$ cat src/rtl/sipo_ctrl_pkg.sv
// Shared definitions for the serial-in/parallel-out frame receiver:
// FSM state encoding and default frame geometry / parity settings.
package sipo_ctrl_pkg;

    localparam int unsigned DEF_WIDTH      = 8;
    localparam int unsigned DEF_PARITY_EN  = 1;
    localparam int unsigned DEF_PARITY_ODD = 0;

    typedef enum logic [1:0] {
        IDLE  = 2'd0,
        SHIFT = 2'd1,
        PAR   = 2'd2,
        HOLD  = 2'd3
    } state_t;

endpackage : sipo_ctrl_pkg

$ cat src/rtl/sipo_frame_ctrl_if.sv
// Bus bundle between the frame receiver and its environment.
//   start, bit_en, si : serial frame input (si LSB first, sampled on bit_en)
//   q, q_valid, q_ready : parallel word handshake
//   busy, par_err, ovr_err, err_clr : status and error clear
// slave  : receiver side (sipo_frame_ctrl)
// master : producer/consumer side
interface sipo_frame_ctrl_if
    import sipo_ctrl_pkg::*;
#(
    parameter int unsigned WIDTH = DEF_WIDTH
);

    logic             start;
    logic             bit_en;
    logic             si;
    logic [WIDTH-1:0] q;
    logic             q_valid;
    logic             q_ready;
    logic             busy;
    logic             par_err;
    logic             ovr_err;
    logic             err_clr;

    modport slave (
        input  start, bit_en, si, q_ready, err_clr,
        output q, q_valid, busy, par_err, ovr_err
    );

    modport master (
        output start, bit_en, si, q_ready, err_clr,
        input  q, q_valid, busy, par_err, ovr_err
    );

endinterface : sipo_frame_ctrl_if

$ cat src/rtl/sipo_w.sv
// Right-shifting serial-in/parallel-out register; new bits enter at the MSB
// so an LSB-first stream ends up in natural bit order after WIDTH shifts.
//   clk, rst : clock, async active-low reset
//   clr      : synchronous clear (wins over en)
//   en       : shift enable
//   si       : serial input
//   q        : register contents
module sipo_w #(
    parameter int unsigned WIDTH = 8
) (
    input  logic             clk,
    input  logic             rst,
    input  logic             clr,
    input  logic             en,
    input  logic             si,
    output logic [WIDTH-1:0] q
);

    always_ff @(posedge clk or negedge rst) begin
        if (!rst) begin
            q <= '0;
        end else if (clr) begin
            q <= '0;
        end else if (en) begin
            q <= {si, q[WIDTH-1:1]};
        end
    end

endmodule : sipo_w

$ cat src/rtl/sipo_frame_ctrl.sv
// Serial frame receiver: collects WIDTH LSB-first bits (plus an optional
// parity bit) into a parallel word and holds it until the consumer accepts.
//   clk     : clock, rising edge
//   rst     : asynchronous active-low reset
//   bus     : sipo_frame_ctrl_if slave modport (serial in, word handshake,
//             busy / parity error / sticky overrun status, error clear)
module sipo_frame_ctrl
    import sipo_ctrl_pkg::*;
#(
    parameter int unsigned WIDTH      = DEF_WIDTH,
    parameter int unsigned PARITY_EN  = DEF_PARITY_EN,
    parameter int unsigned PARITY_ODD = DEF_PARITY_ODD
) (
    input  logic             clk,
    input  logic             rst,
    sipo_frame_ctrl_if.slave bus
);

    localparam int unsigned CW = $clog2(WIDTH + 1);

    state_t           state_q, state_d;
    logic [CW-1:0]    cnt_q, cnt_d;
    logic             q_valid_q, q_valid_d;
    logic             busy_q, busy_d;
    logic             par_err_q, par_err_d;
    logic             ovr_err_q, ovr_err_d;
    logic             sh_clr;
    logic             sh_en;
    logic             par_bad;
    logic [WIDTH-1:0] sh;

    // Data shift register
    sipo_w #(
        .WIDTH (WIDTH)
    ) u_sipo_w (
        .clk (clk),
        .rst (rst),
        .clr (sh_clr),
        .en  (sh_en),
        .si  (bus.si),
        .q   (sh)
    );

    // Parity check against the bit currently on si (used only in PAR)
    assign par_bad = ((^sh) ^ bus.si) != 1'(PARITY_ODD);

    // State and flag registers
    always_ff @(posedge clk or negedge rst) begin
        if (!rst) begin
            state_q   <= IDLE;
            cnt_q     <= '0;
            q_valid_q <= 1'b0;
            busy_q    <= 1'b0;
            par_err_q <= 1'b0;
            ovr_err_q <= 1'b0;
        end else begin
            state_q   <= state_d;
            cnt_q     <= cnt_d;
            q_valid_q <= q_valid_d;
            busy_q    <= busy_d;
            par_err_q <= par_err_d;
            ovr_err_q <= ovr_err_d;
        end
    end

    // Next-state, counter and flag logic
    always_comb begin
        state_d   = state_q;
        cnt_d     = cnt_q;
        q_valid_d = q_valid_q;
        par_err_d = par_err_q;
        ovr_err_d = bus.err_clr ? 1'b0 : ovr_err_q;
        sh_clr    = 1'b0;
        sh_en     = 1'b0;

        unique case (state_q)
            IDLE: begin
                // bit_en coincident with start is deliberately dropped
                if (bus.start) begin
                    state_d = SHIFT;
                    cnt_d   = '0;
                    sh_clr  = 1'b1;
                end
            end

            SHIFT: begin
                if (bus.start) begin
                    cnt_d  = '0;
                    sh_clr = 1'b1;
                end else if (bus.bit_en) begin
                    sh_en = 1'b1;
                    cnt_d = cnt_q + CW'(1);
                    if (cnt_q == CW'(WIDTH - 1)) begin
                        if (PARITY_EN != 0) begin
                            state_d = PAR;
                        end else begin
                            state_d   = HOLD;
                            q_valid_d = 1'b1;
                            par_err_d = 1'b0;
                        end
                    end
                end
            end

            PAR: begin
                if (bus.start) begin
                    state_d = SHIFT;
                    cnt_d   = '0;
                    sh_clr  = 1'b1;
                end else if (bus.bit_en) begin
                    state_d   = HOLD;
                    q_valid_d = 1'b1;
                    par_err_d = par_bad;
                end
            end

            HOLD: begin
                if (q_valid_q && bus.q_ready) begin
                    q_valid_d = 1'b0;
                    par_err_d = 1'b0;
                    if (bus.start) begin
                        state_d = SHIFT;
                        cnt_d   = '0;
                        sh_clr  = 1'b1;
                    end else begin
                        state_d = IDLE;
                    end
                end else if (bus.start) begin
                    // New frame while word pending: drop it, set sticky flag
                    ovr_err_d = 1'b1;
                end
            end

            default: begin
                state_d = IDLE;
            end
        endcase

        busy_d = (state_d == SHIFT) || (state_d == PAR);
    end

    assign bus.q       = sh;
    assign bus.q_valid = q_valid_q;
    assign bus.busy    = busy_q;
    assign bus.par_err = par_err_q;
    assign bus.ovr_err = ovr_err_q;

endmodule : sipo_frame_ctrl

$ cat src/flat_wrapper.sv
// flat-port wrapper written by rule: the top's interface ports become plain ports
module sipo_frame_ctrl_flat import sipo_ctrl_pkg::*;
#(
    parameter int unsigned WIDTH      = DEF_WIDTH,
    parameter int unsigned PARITY_EN  = DEF_PARITY_EN,
    parameter int unsigned PARITY_ODD = DEF_PARITY_ODD
)
  (clk, rst, bus_start, bus_bit_en, bus_si, bus_q_ready, bus_err_clr, bus_q, bus_q_valid, bus_busy, bus_par_err, bus_ovr_err);
  sipo_frame_ctrl_if #(.WIDTH(WIDTH)) bus_i ();
  input  logic clk;
  input  logic rst;
  input wire logic [$bits(bus_i.start)-1:0] bus_start;
  input wire logic [$bits(bus_i.bit_en)-1:0] bus_bit_en;
  input wire logic [$bits(bus_i.si)-1:0] bus_si;
  input wire logic [$bits(bus_i.q_ready)-1:0] bus_q_ready;
  input wire logic [$bits(bus_i.err_clr)-1:0] bus_err_clr;
  output wire logic [$bits(bus_i.q)-1:0] bus_q;
  output wire logic [$bits(bus_i.q_valid)-1:0] bus_q_valid;
  output wire logic [$bits(bus_i.busy)-1:0] bus_busy;
  output wire logic [$bits(bus_i.par_err)-1:0] bus_par_err;
  output wire logic [$bits(bus_i.ovr_err)-1:0] bus_ovr_err;
  assign bus_i.start = bus_start;
  assign bus_i.bit_en = bus_bit_en;
  assign bus_i.si = bus_si;
  assign bus_i.q_ready = bus_q_ready;
  assign bus_i.err_clr = bus_err_clr;
  assign bus_q = bus_i.q;
  assign bus_q_valid = bus_i.q_valid;
  assign bus_busy = bus_i.busy;
  assign bus_par_err = bus_i.par_err;
  assign bus_ovr_err = bus_i.ovr_err;
  sipo_frame_ctrl #(.WIDTH(WIDTH), .PARITY_EN(PARITY_EN), .PARITY_ODD(PARITY_ODD)) u_core (.clk(clk), .rst(rst), .bus(bus_i));
endmodule
$ cat config.mk
export PLATFORM = sky130hd
export DESIGN_NAME = sipo_frame_ctrl_flat
export DESIGN_NICKNAME = d
export VERILOG_FILES = /design/src/rtl/sipo_ctrl_pkg.sv /design/src/rtl/sipo_frame_ctrl_if.sv /design/src/rtl/sipo_w.sv /design/src/rtl/sipo_frame_ctrl.sv /design/src/flat_wrapper.sv
export SDC_FILE = /design/constraint.sdc
export NUM_CORES = 1
export LEC_CHECK = 0
export ABC_AREA = 1
export ABC_CLOCK_PERIOD_IN_PS = 3700
export BUFFER_PORTS_ARGS = -buffer_cell sky130_fd_sc_hd__clkbuf_2
export CAP_MARGIN = 20
export CORE_MARGIN = 2
export CORE_UTILIZATION = 32
export DETAILED_ROUTE_END_ITERATION = 10
export PLACE_DENSITY = 0.62
export SYNTH_ARGS = -nofsm -noshare
export SYNTH_HDL_FRONTEND = slang
export SYNTH_HIERARCHICAL = 1
export SYNTH_SLANG_ARGS = --single-unit
$ cat constraint.sdc
create_clock -name clk -period 3.7 [get_ports clk]
set_input_delay 0.37 -clock clk [delete_from_list [all_inputs] [get_ports clk]]
set_output_delay 0.37 -clock clk [all_outputs]
set_load 0.03 [all_outputs]
# Word level (Yosys, flattened, before mapping)
# Index checks and enable logic that the tools add are counted.
# word_totals
register_bits	18
inputBits	7
output_inout_bits	12
wordCells	62
# classes
add_sub_neg	1
eq_ne	10
muxes	33
bitwise	1
reduce_logical	10
# op_table
operator	n
4-bit two-way mux	4
8-bit two-way mux	2
1-bit two-way mux	15
2-bit two-way mux	7
4-bit case mux with 3 select lines	1
2-bit case mux with 4 select lines	1
8-bit XOR reduction	1
2-bit == test, second input constant	3
1-bit case mux with 2 select lines	3
4-bit by 1-bit adder with 4-bit output, second input constant	1
2-bit by 1-bit == test with 1-bit output, second input constant	2
4-bit by 3-bit == test with 1-bit output, second input constant	1
2-bit != test, second input constant	2
4-bit AND reduction	1
2-bit nonzero test	2
3-bit != test, second input constant	1
3-bit OR reduction	1
2-bit logical NOT	1
2-bit by 1-bit != test with 1-bit output, second input constant	1
2-bit AND reduction	1
2-bit OR reduction	1
1-bit logical AND	1
1-bit logical OR	1
1-bit bitwise XOR	1

# Longest topological paths before layout
# depth
word_depth	7
ltp_mapped	11
mapped_depth_nobuf	11

# By module
# Netlist, hierarchy kept.
# modules_own_cells
module	instances	cells_each	area_each_um2	seq_area_each_um2
sipo_frame_ctrl	1	99	654.4	250.2
sipo_w	1	35	335.3	200.2

# Least setup slack after synthesis
# OpenSTA, ideal clock, no wires.
# synth_timing
kind	reg2reg
from	register u_core.q_valid_q (netlist: u_core/bus.q_valid)
to	register u_core.u_sipo_w.q[2]
setup_ns	0.118
arrival_time_ns	1.249
t_required_ns	3.582
slack_ns	2.332
path_stages_with_launch	8
n_path_buf	0
synth_period_minus_slack_ns	1.368
cell_sequence	dfrtp_1 > nand2_1 > nand3_2 > nand2_1 > inv_1 > inv_2 > nand3_1 > nand2_1
# synth_via
elab_chain_len	4
elab_cells_between_ends	5
classes_between	3 x mux; 2 x reduce/logical
# synth_rtl
element	line_no	source
start: declaration	sipo_frame_ctrl.sv:23	logic q_valid_q, q_valid_d;
start signal: assignment	sipo_frame_ctrl.sv:59	q_valid_q <= q_valid_d;
1-bit logical AND (*)	sipo_frame_ctrl.sv:118	if (q_valid_q && bus.q_ready) begin
1-bit two-way mux (*)	sipo_frame_ctrl.sv:118	
1-bit case mux with 2 select lines (*)	sipo_frame_ctrl.sv:76	unique case (state_q)
net u_core.sh_clr	sipo_frame_ctrl.sv:27	logic sh_clr;
8-bit two-way mux / 2-bit nonzero test (equally long branches)	-	
end signal: assignment	sipo_w.sv:25	q <= {si, q[WIDTH-1:1]};
end: declaration	sipo_w.sv:16	output logic [WIDTH-1:0] q
# The timed path passes the listed nets; every way through them passes the cells marked *.
# A chain may end at the register's enable or synchronous reset.

# Worst setup path after layout
# layout_timing
from	register u_core.state_q[1]
to	register u_core.u_sipo_w.q[0]
# layout_via
elab_cells_between_ends	9
classes_between	3 x eq/ne; 3 x mux; 3 x reduce/logical
# layout_lines
element	line_no	source
start: declaration	sipo_frame_ctrl.sv:21	state_t state_q, state_d;
start signal: assignment	sipo_frame_ctrl.sv:57	state_q <= state_d;
2-bit by 1-bit == test with 1-bit output	sipo_frame_ctrl.sv:76	
1-bit two-way mux	sipo_frame_ctrl.sv:76	
net u_core.sh_en	sipo_frame_ctrl.sv:28	logic sh_en;
2-bit nonzero test (no source line)	-	
# The timed path passes the listed nets, and every way through them passes these cells.

==> metrics <==
First-pass DRT Iterations=5; Max-slew headroom=0.4558; crit-path max FO=10; combinational power share=0.318; Reg2Reg Setup Slack=2.12 ns; total CTS buffers=3; synth cell count leaders=nand2_1, dfrtp_1, inv_1; cts hold-fix bufs=0; slowest stage delay, CP=0.65 ns; DRC Markers=0; flip-flop and latch count after synthesis=18; first-pass GRT wire length=3.456 mm; WL final=1.942 mm; top cells by area in the synthesized netlist=dfrtp_1, nand2_1, nand3_1, inv_1, nor2_1; leakage power=0.0006325 uW; hpwl dp=1.553 mm; switch share=0.3775; max_cap viols=0; GRT overflow=0; crit path launch type=flip-flop; Syn. warnings=6; Final Skew=0.006463 ns; Storage cell area=450.4 um2; Initial Util=0.3296; most instantiated library cell after synthesis=nand2_1; maximum clock frequency=633.0 MHz; Post-Syn Nets=142; DR WL met3=68 um; cell mode on critical path=nand2_1; Seq/Total Area, Yosys=0.4551; share of the synthesized area in the top cell type=0.4551; Mean Syn Cell Area=7.386 um2; Hold Vio Cnt, Final=0; Final Max Tran Viols=0; Worst-path clk slew=0.10 ns; largest net degree at the start of global routing=19; run status=finished clean; Critical Path, Cell by Cell=inv_1 -> nand2_1 -> nor2_1 -> nand3_1 -> nand2_1; Final Non-Filler Cells=187; Post-synth EDFFs=0; DR WL/cell=10.39 um; Mapped Cells=134; period utilisation layout=0.4270; Die Y=59.62 um; Clock Root Buffer=clkbuf_4; clock group share of total power=0.181; PostCTS Resize Cnt=0; Async SR Flop Fraction=1.000; Int Power=321.5 uW; routed via count=905; Slew @ Worst Pin=0.8134 ns; crit path time final=1.580 ns; Seq pwr share=0.501; Post-DRT Antenna Nets=0; kind of critical path=reg -> reg; share of cells above drive strength 1=0.1818; Crit path arrival time=1.81 ns; DR WL met2=986 um; n_diodes=0; Worst Hold Class=in -> async; CTS tree=built; layout net count=164; routed length on met1=883 um; H-tree Lvls=1; Die Wd=59.62 um; setup TNS=0 ns; Clock Path Buffers=2; number of setup buffers added after CTS=0; area delta synth->final=14.41%; GPL Wtd Cong=0.7667; fillers=314; num rows=20; Worst path slowest cell=nor2_1; VDD IR max=0.2099 mV; Ports=19; number of distinct library cells after synthesis=20; PortBufs=18; Worst Path Buf+Inv=1; core region area=0.003003 mm2; crit end category=flip-flop; top layer in use=met4; pwr dens=456.1 mW/mm2; starting DRC count in detailed routing=58; final setup violation count=0; vias in the first global route=829; Top Family by Delay on Critical Path=simple AND/OR/NAND/NOR gates; area leader, netlist=dfrtp_1; Clk Latency, worst-skew pair=0.28 ns; number of clock sinks=18; post-placement cell count=184; Crit path required time=3.93 ns; Synth Flop Type=dfrtp_1; RSZ-0062 raised after global routing=false; initial antenna violation count=0; multi-input logic area=460.4 um2; total track usage=0.1283; die area=0.003554 mm2; drt via density=4.840; cell area after synthesis=989.7 um2; net switching power=195.0 uW
-- kinds of logic after synthesis --
kind of cell | Yosys count | synth area share
XOR/XNOR | 2 | 0.01770
flip-flops | 18 | 0.4551
adder cells (fa/ha/maj) | 1 | 0.01264
AO/OA/AOI/OAI | 9 | 0.06447
buffers and inverters | 19 | 0.07965
AND/OR/NAND/NOR | 85 | 0.3704
-- metrics by stage --
stage          utilization  cell area [um2]  hold slack, ns  power [uW]  setup WS [ns]
2_1_floorplan            -            989.7         0.07441       381.6          2.332
3_3_place_gp        0.3696             1110          0.3312       420.6          2.005
3_5_place_dp        0.3696             1110          0.3352       428.2          1.935
4_1_cts             0.3771             1132         0.01272       522.1          2.110
5_1_grt             0.3771             1132         0.02315       559.0          1.915
6_report            0.3771             1132        0.009297       516.5          2.120
-- routing by layer --
layer  GRT usage  up-vias
li1            -      459
met1      0.1637      425
met2      0.2166       19
met3     0.02402        2
met4     0.04444        0
met5           0        -
-- cell type report --
| class | count | area share |
|---|---|---|
| well taps | 33 | 0.03646 |
| clock buffers | 3 | 0.01989 |
| multi-input cells | 97 | 0.4066 |
| flip-flops and latches | 18 | 0.3978 |
| repair buffers | 18 | 0.07956 |
| inverters | 18 | 0.05967 |
-- power by group through the flow --
stage,clock (uW),sequential [uW],combinational [uW]
final,93.4,259,164
after global placement,0,259,162
after floorplan,0,288,93.5
after global routing,109,264,186
after detailed placement,0,263,166
after CTS,97.0,259,166
-- registers in the layout, indices dropped and copies added, names as in the netlist --
signal              flops
u_core/bus.busy         1
u_core/bus.ovr_err      1
u_core/bus.par_err      1
u_core/bus.q_valid      1
u_core/cnt_q            4
u_core/state_q          2
u_core/u_sipo_w/q       8
-- final timing paths --
check                                   startpoint  cells past startpoint                   end
worst max-delay path             u_core/state_q[1]                      5  u_core/u_sipo_w/q[0]
worst min-delay path                           rst                      1  u_core/u_sipo_w/q[0]
worst max register to register   u_core/state_q[1]                      5  u_core/u_sipo_w/q[0]
worst min register to register  u_core/bus.par_err                      2    u_core/bus.par_err
max in group asynchronous                      rst                      1       u_core/cnt_q[1]
min in group clk                       bus_err_clr                      2    u_core/bus.ovr_err
-- layout by cell type (no fill, tap or decap), types with 2 or more instances in the layout --
cell | synthesis | final
clkbuf_2 | 0 | 18
nor2_1 | 9 | 9
dfrtp_1 | 18 | 18
clkbuf_4 | 0 | 3
o21ai_0 | 2 | 2
inv_1 | 16 | 16
nand3_1 | 15 | 15
a21oi_1 | 4 | 4
inv_2 | 2 | 2
nand2_1 | 56 | 56
No activity file was read; power rests on OpenSTA's default activity.
